## src/rtl/cache_access_ctrl.sv

```systemverilog
// cache_access_ctrl: lookup sequencing controller for an 8-way set-associative
// cache. Arbitrates CPU and snoop requests, strobes the tag-compare stage,
// picks a per-set tree pseudo-LRU victim on a CPU miss, writes back a dirty
// victim, requests the line fill and returns a one-cycle response.
//
// Optional build macro: CACHE_CTRL_RR_ARB_EN
//   defined   -> round-robin between CPU and snoop when both are valid
//   undefined -> snoop always wins over CPU
module cache_access_ctrl #(
  parameter int WAYS_REP = 3,
  parameter int INDEX    = 4,
  parameter int TAG_W    = 12
) (
  input  logic                clk,
  input  logic                rstb,
  input  logic                cpu_req_valid,
  input  logic                cpu_req_write,
  input  logic [INDEX-1:0]    cpu_req_index,
  input  logic [TAG_W-1:0]    cpu_req_tag,
  output logic                cpu_req_ready,
  input  logic                snp_req_valid,
  input  logic [INDEX-1:0]    snp_req_index,
  input  logic [TAG_W-1:0]    snp_req_tag,
  output logic                snp_req_ready,
  output logic                lkp_valid,
  output logic [INDEX-1:0]    lkp_index,
  output logic [TAG_W-1:0]    lkp_tag,
  input  logic                lkp_hit,
  input  logic [WAYS_REP-1:0] lkp_way,
  output logic [WAYS_REP-1:0] victim_way,
  input  logic                victim_dirty,
  output logic                mem_wr_req,
  output logic                mem_rd_req,
  input  logic                mem_ack,
  output logic                fill_en,
  output logic [WAYS_REP-1:0] fill_way,
  output logic                resp_valid,
  output logic                resp_hit,
  output logic [WAYS_REP-1:0] resp_way,
  output logic                resp_snoop
);

  localparam int SETS = 1 << INDEX;

  typedef enum logic [2:0] {IDLE, LOOKUP, WRBACK, FILL, RESP} state_t;

  state_t             r_state;
  logic               r_snoop;
  logic               r_write;
  logic [INDEX-1:0]   r_index;
  logic [TAG_W-1:0]   r_tag;
  logic               r_lkp_valid;
  logic [2:0]         r_victim;
  logic               r_mem_wr_req;
  logic               r_mem_rd_req;
  logic               r_resp_valid;
  logic               r_resp_hit;
  logic [2:0]         r_resp_way;
  logic               r_resp_snoop;
  logic [6:0]         r_plru [SETS];

  logic               w_idle;
  logic               w_pick_snp;
  logic               w_grant_snp;
  logic               w_grant_cpu;
  logic [2:0]         w_victim;
  logic               w_unused_write;

  // Tree walk: root picks the half, the next level the quarter, the leaf the way.
  function automatic logic [2:0] plru_victim(input logic [6:0] b);
    logic v2, v1, v0;
    v2 = b[0];
    v1 = v2 ? b[2] : b[1];
    case ({v2, v1})
      2'd0:    v0 = b[3];
      2'd1:    v0 = b[4];
      2'd2:    v0 = b[5];
      default: v0 = b[6];
    endcase
    return {v2, v1, v0};
  endfunction

  // Point every node on the path to way w away from w; off-path nodes hold.
  function automatic logic [6:0] plru_touch(input logic [6:0] b, input logic [2:0] w);
    logic [6:0] n;
    n    = b;
    n[0] = ~w[2];
    if (w[2]) n[2] = ~w[1];
    else      n[1] = ~w[1];
    case (w[2:1])
      2'd0:    n[3] = ~w[0];
      2'd1:    n[4] = ~w[0];
      2'd2:    n[5] = ~w[0];
      default: n[6] = ~w[0];
    endcase
    return n;
  endfunction

  // Requests are only taken in IDLE and never while reset is being sampled.
  assign w_idle = (r_state == IDLE) && !rstb;

`ifdef CACHE_CTRL_RR_ARB_EN
  logic r_last_snp;

  // Remember the most recent grant so a contested cycle goes to the other source.
  always_ff @(posedge clk) begin
    if (rstb)                          r_last_snp <= 1'b0;
    else if (w_grant_snp | w_grant_cpu) r_last_snp <= w_grant_snp;
  end

  assign w_pick_snp = snp_req_valid & (~cpu_req_valid | ~r_last_snp);
`else
  assign w_pick_snp = snp_req_valid;
`endif

  assign w_grant_snp = w_idle & w_pick_snp;
  assign w_grant_cpu = w_idle & cpu_req_valid & ~w_pick_snp;
  assign w_victim    = plru_victim(r_plru[r_index]);

  // The write flag is captured with the request but nothing downstream uses it yet.
  assign w_unused_write = r_write;

  // Main sequencer: request capture, lookup decision, memory handshakes, response.
  always_ff @(posedge clk) begin
    // NOTE: every register here, the pLRU table included, uses <= so all state
    // advances together on the edge; the table is cleared in reset because the
    // victim choice after reset must be deterministic (way 0 everywhere).
    if (rstb) begin
      r_state      <= IDLE;
      r_snoop      <= 1'b0;
      r_write      <= 1'b0;
      r_index      <= '0;
      r_tag        <= '0;
      r_lkp_valid  <= 1'b0;
      r_victim     <= '0;
      r_mem_wr_req <= 1'b0;
      r_mem_rd_req <= 1'b0;
      r_resp_valid <= 1'b0;
      r_resp_hit   <= 1'b0;
      r_resp_way   <= '0;
      r_resp_snoop <= 1'b0;
      for (int s = 0; s < SETS; s++) r_plru[s] <= '0;
    end else begin
      case (r_state)
        IDLE: begin
          if (w_grant_snp | w_grant_cpu) begin
            r_snoop     <= w_grant_snp;
            r_write     <= w_grant_snp ? 1'b0 : cpu_req_write;
            r_index     <= w_grant_snp ? snp_req_index : cpu_req_index;
            r_tag       <= w_grant_snp ? snp_req_tag : cpu_req_tag;
            r_lkp_valid <= 1'b1;
            r_state     <= LOOKUP;
          end
        end
        LOOKUP: begin
          r_lkp_valid <= 1'b0;
          if (lkp_hit) begin
            if (!r_snoop) r_plru[r_index] <= plru_touch(r_plru[r_index], lkp_way);
            r_resp_valid <= 1'b1;
            r_resp_hit   <= 1'b1;
            r_resp_way   <= lkp_way;
            r_resp_snoop <= r_snoop;
            r_state      <= RESP;
          end else if (r_snoop) begin
            r_resp_valid <= 1'b1;
            r_resp_hit   <= 1'b0;
            r_resp_way   <= '0;
            r_resp_snoop <= 1'b1;
            r_state      <= RESP;
          end else begin
            r_victim <= w_victim;
            if (victim_dirty) begin
              r_mem_wr_req <= 1'b1;
              r_state      <= WRBACK;
            end else begin
              r_mem_rd_req <= 1'b1;
              r_state      <= FILL;
            end
          end
        end
        WRBACK: begin
          if (mem_ack) begin
            r_mem_wr_req <= 1'b0;
            r_mem_rd_req <= 1'b1;
            r_state      <= FILL;
          end
        end
        FILL: begin
          if (mem_ack) begin
            r_mem_rd_req    <= 1'b0;
            r_plru[r_index] <= plru_touch(r_plru[r_index], r_victim);
            r_resp_valid    <= 1'b1;
            r_resp_hit      <= 1'b0;
            r_resp_way      <= r_victim;
            r_resp_snoop    <= 1'b0;
            r_state         <= RESP;
          end
        end
        RESP: begin
          r_resp_valid <= 1'b0;
          r_state      <= IDLE;
        end
        default: r_state <= IDLE;
      endcase
    end
  end

  assign cpu_req_ready = w_grant_cpu;
  assign snp_req_ready = w_grant_snp;
  assign lkp_valid     = r_lkp_valid;
  assign lkp_index     = r_index;
  assign lkp_tag       = r_tag;
  assign victim_way    = w_victim;
  assign mem_wr_req    = r_mem_wr_req;
  assign mem_rd_req    = r_mem_rd_req;
  assign fill_en       = r_mem_rd_req & mem_ack & !rstb;
  assign fill_way      = r_victim;
  assign resp_valid    = r_resp_valid;
  assign resp_hit      = r_resp_hit;
  assign resp_way      = r_resp_way;
  assign resp_snoop    = r_resp_snoop;

endmodule

```

## config.mk

```make
export PLATFORM = sky130hd
export DESIGN_NAME = cache_access_ctrl
export DESIGN_NICKNAME = d
export VERILOG_FILES = /design/src/rtl/cache_access_ctrl.sv
export SDC_FILE = /design/constraint.sdc
export NUM_CORES = 1
export LEC_CHECK = 0
export CAP_MARGIN = 5
export CORE_ASPECT_RATIO = 1.75
export CORE_MARGIN = 2
export CORE_UTILIZATION = 45
export DETAILED_ROUTE_END_ITERATION = 8
export PLACE_DENSITY_LB_ADDON = 0.2
export SLEW_MARGIN = 20
export SYNTH_ARGS = -nofsm -noshare
export SYNTH_HDL_FRONTEND = slang
export SYNTH_SLANG_ARGS = --single-unit
```

## constraint.sdc

```tcl
create_clock -name clk -period 4.49 [get_ports clk]
set_input_delay 0.6735 -clock clk [delete_from_list [all_inputs] [get_ports clk]]
set_output_delay 0.6735 -clock clk [all_outputs]
set_load 0.03 [all_outputs]
```

# Word-level counts from Yosys, hierarchy flattened
# Memory sizes are Yosys's and may differ from the RTL's. A register that Yosys moved wholly into a read port is not among the register bits.
# Index checks and enable logic that the tools add are counted.
[op_classes] n_eq_ne=18 muxes=106 bitwise_logic=16 n_reduce_logical=22
[op_table] op="$mux W1" n=82
[op_table] op="$mux W3" n=8
[op_table] op="$mux W4" n=4
[op_table] op="$mux W7" n=2
[op_table] op="$mux W12" n=1
[op_table] op="$ne A2 B2 Y1 const B" n=6
[op_table] op="$pmux W3 S4" n=1
[op_table] op="$reduce_and A3 Y1" n=4
[op_table] op="$not A1 Y1" n=9
[op_table] op="$pmux W1 S3" n=3
[op_table] op="$pmux W1 S2" n=4
[op_table] op="$reduce_or A7 Y1" n=1
[op_table] op="$eq A2 B1 Y1 const B" n=3
[op_table] op="$eq A2 B2 Y1 const B" n=3
[op_table] op="$eq A3 B2 Y1 const B" n=2
[op_table] op="$logic_not A2 Y1" n=3
[op_table] op="$pmux W3 S2" n=1
[op_table] op="$reduce_and A6 Y1" n=1
[op_table] op="$reduce_bool A2 Y1" n=3
[op_table] op="$reduce_bool A3 Y1" n=2
[op_table] op="$reduce_or A3 Y1" n=2
[op_table] op="$and A1 B1 Y1" n=5
[op_table] op="$reduce_and A5 Y1" n=1
[op_table] op="$reduce_and A2 Y1" n=2
[op_table] op="8 further kinds" n=9
[word_totals] ff_bits=32 mem_bits_rw=112 inputBits=43 output_inout_bits=34 memories=1
[memory_table] name="r_plru" depth=16 width=7 rd=1 rd_ports_with_merged_regs=1 wr=16 line_no="60" rtl="logic [6:0] r_plru [SETS];"

# Logic depth before layout (Yosys ltp)
[depth] ltp_word=9 ltp_mapped=8 depth_no_buf=5

# Least setup slack after synthesis
# Ideal clock, no wire load.
[synth_path] path_type="register to output" start="register with a tool-made name" end="output port victim_way[0]" arrival_time_ns=2.250 setup_slack_ns=1.566 stages_incl_launch_ff=8 path_buffers=2 cell_sequence="dfxtp_1 -> buf_6 -> buf_2 -> mux4_2 -> a22oi_1 -> nand2_1 -> mux2i_1 -> mux2i_1"
[synth_lines] item="end, declared" line_no="30" rtl="output logic [WAYS_REP-1:0] victim_way,"

==> results by group <==
Yosys
  • Post-Synth Adder-Cell Area: 0%
  • Part of the Yosys area used for sequential elements: 61.2%
  • Synthesis warning total: 0
  • Main combinational cell family by area after synthesis: simple AND/OR/NAND/NOR gates
  • Fraction of the mapped netlist area in simple logic gates: 16.2%
  • Syn Nets: 577
  • XOR/XNOR Fraction of Synth Area: 0.131%
  • Share of the synthesized area in compound gates (AO/OA/AOI/OAI): 6.92%
  • Post-synthesis instance area: 6670 um2
  • Count of unique library cells instantiated by Yosys: 50
  • Mux cell area share after synthesis: 13.0%
  • Syn avg cell area: 12.5 um2
  • Number of storage elements in the synthesis netlist: 148
  • Post-synthesis instance total: 534

Routing
  • Routed Antenna Nets: 0
  • Vias per cell: 5.64
  • DRC violations left: 0
  • Per-cell routed wire length: 19.0 um
  • WL final: 15.2 mm
  • Number of optimization iterations in the first detailed-route pass: 4
  • Via count of the routed design: 4,499
  • Count of routing violations after the opening detailed-route iteration: 373

Power and ir drop
  • Peak VDD IR: 0.306 mV
  • PD cells: 460 nW/um2
  • Cell leakage power: 2.97 nW
  • Overall power after layout: 3.78 mW

Placed design
  • GPL Wtd Cong: 0.866
  • Count of port buffers added during placement: 75
  • Final HPWL DP: 11.2 mm
  • Instance area after placement: 7540 um2
  • Pre-CTS WS: 0.756 ns

Worst setup path
  • Slowest cell delay on critical path: 0.68 ns
  • Endpoint required time on the critical path: 3.82 ns
  • Terminus of the critical flop-to-flop path: r_plru[15][3]
  • CP Depth: 5
  • Critical path launch point type: flip-flop
  • Kind of cell adding the most delay to the critical path: multiplexers
  • Cell type of the slowest stage on the worst timing path: sky130_fd_sc_hd__dfxtp_2
  • Logic depth of the worst register-to-register path: 6
  • CP Capture Type: output pin
  • Flop2flop setup slack: 1.23 ns
  • Buffer and inverter count on the worst path: 2
  • Critical path arrival: 3.48 ns
  • Highest fanout seen on the critical path: 16
  • Cell seen most often among critical-path stages: sky130_fd_sc_hd__mux4_2
  • Chain of cells forming the critical path: buf_4 > mux4_2 > mux4_2 > mux2_4 > clkdlybuf4s50_1
  • Worst Setup Path Type: flip-flop to output pin

Clocking
  • Master cell of the clock root buffer: sky130_fd_sc_hd__clkbuf_16
  • Number of buffers inserted for hold repair after clock tree synthesis: 0
  • H-tree depth reported by CTS: 4
  • Post-CTS Repair Setup Buffers: 0
  • Later-pin clock latency in the skew report: 0.42 ns
  • Post-CTS Resized: 0
  • TritonCTS Buffers: 17
  • Clock slew at the register clock pins of the worst setup and hold paths: 0.06 ns
  • CTS tree: built
  • Maximum root-to-sink buffer count: 2
  • Clock Sinks: 148

Status
  • Status: finished, final reports clean

Timing
  • Transition time at the pin with the least slew margin: 0.979 ns
  • Period utilisation layout: 92.5%
  • Slack of the critical path: 0.338 ns
  • Achievable clock frequency: 241 MHz
  • Total Neg Setup Slack: 0 ns
  • Max-slew violations: 0
  • Setup repair after global routing missed its margin: no
  • Worst-case headroom to the max-slew limit: 34.6%
  • Hold violation total from the final report: 0
  • Clock skew: 0.0125 ns
  • Min Tclk post-route: 4.15 ns
  • Number of setup violations in the final report: 0

Cells and area
  • Area of all placed cells without fillers: 8220 um2
  • Most common cell after layout, fill and taps aside: sky130_fd_sc_hd__nor2_1
  • Inserted Diodes: 0
  • Register cell area after layout: 4090 um2
  • Final net count: 648
  • Layout overhead on the synthesized area: 23.2%
  • Filler Cell Count: 1,176
  • Multi-input logic area: 2420 um2
  • Top library cells by usage in the layout, fill and taps aside: sky130_fd_sc_hd__nor2_1, sky130_fd_sc_hd__edfxtp_1, sky130_fd_sc_hd__clkdlybuf4s50_1
  • Fraction of layout cells with a size suffix above 1: 13.3%
  • Final core utilization: 56.9%

Global routing
  • Wire length of the first global-routing pass: 24.1 mm
  • Remaining global-route overflow: 0
  • GRT Overall Usage: 20.7%
  • Antenna violations before repair: 0
  • Largest net degree at the start of global routing: 35
  • Via count of the first global-routing pass: 4,777

Min path
  • Hold Path Class: flip-flop to flip-flop
  • Startpoint of the worst hold path: resp_hit
  • Worst Hold Endpoint: resp_hit
  • Hold path depth: 2

Floorplanning
  • Number of top-level design ports: 77
  • Num rows: 58
  • Core footprint: 14,400 um2
  • Floorplan die area: 15,800 um2
  • Die Y-Extent: 165 um
  • Width of the chip: 96.0 um
  • Initial core utilization: 46.2%

Flow run
  • Max-cap violations: 0
[through the flow]
step	instances	hold WS, ns
after floorplan	534	0.501
after global placement	766	0.460
after detailed placement	766	0.471
after CTS	798	0.478
after global routing	798	0.503
final	798	0.473
[per-layer routing]
layer  wire length [um]  up-vias  global-route usage, %
li1                   -     2121                      -
met4                690        0                   11.0
met3                845       35                   5.61
met5                  0        -                      0
met2               8460      152                   37.7
met1               5170     2191                   20.8
[cell families (layout without fill, tap and decap cells)]
logic type,count (synthesis),count (layout)
AO/OA/AOI/OAI,55,55
XOR/XNOR,1,1
buffers and inverters,34,118
flip-flops,148,148
multiplexers,50,50
AND/OR/NAND/NOR,246,246
[how the worst max path moves through the flow]
stage,end
floorplan,victim_way[0]
global placement,victim_way[1]
detailed placement,victim_way[1]
CTS,victim_way[1]
global route,victim_way[1]
finish,victim_way[1]
[sequential cells by signal (all words and copies together), names as in the netlist, named ones only]
register    flops
resp_hit        1
resp_snoop      1
r_plru        112
resp_valid      1
mem_rd_req      1
lkp_valid       1
lkp_index       4
r_snoop         1
fill_way        3
lkp_tag        12
r_state         3
resp_way        3
mem_wr_req      1
[tightest hold or removal path: stages (launching register included)]
cell and delay, ns:
sky130_fd_sc_hd__dfxtp_1 0.31, sky130_fd_sc_hd__nand2b_1 0.06, sky130_fd_sc_hd__a21oi_1 0.05
[layout make-up]
cell class	count	area share, %
clock inverter	12	2.76
inverter	4	0.183
clock buffer	20	5.44
tap	180	2.74
timing repair buffer	82	9.72
multi-input combinational	352	29.5
sequential	148	49.7
[synthesized netlist by cell type, drive strengths merged]
cell type | instances | area share, %
buf | 14 | 1.3
or4b | 2 | 0.30
and3 | 5 | 0.47
or3 | 1 | 0.094
nor4 | 2 | 0.19
xnor2 | 1 | 0.13
inv | 4 | 0.23
nor3b | 2 | 0.38
a22oi | 12 | 1.4
a31o | 1 | 0.13
nand2b | 4 | 0.38
and2 | 3 | 0.28
nor2b | 4 | 0.38
a311oi | 3 | 0.39
o211ai | 2 | 0.38
o21bai | 1 | 0.17
dfxtp | 36 | 11
nand2 | 46 | 2.6
or4 | 1 | 0.11
edfxtp | 112 | 50
a2111o | 1 | 0.17
clkbuf | 16 | 0.92
a21oi | 6 | 0.51
a31oi | 1 | 0.094
o221ai | 1 | 0.13
o21a | 1 | 0.11
nor2 | 145 | 8.2
o21ai | 3 | 0.23
nand4b | 6 | 0.79
nor3 | 5 | 0.45
nand4 | 2 | 0.19
and3b | 1 | 0.13
mux4 | 29 | 9.8
a211oi | 18 | 2.0
o311ai | 2 | 0.79
o32ai | 1 | 0.13
o221a | 1 | 0.17
mux2i | 20 | 3.0
or3b | 1 | 0.13
mux2 | 1 | 0.23
o311a | 1 | 0.15
nand3 | 16 | 1.2
[report_power, final]
part           total (mW)  switching (mW)  internal [mW]  leakage, nW
registers            1.60          0.0584           1.54         1.45
clock network        1.61           0.548           1.06        0.321
logic               0.575           0.335          0.241         1.20
total                3.78           0.941           2.84         2.97
No activity file was read; power rests on OpenSTA's default activity.
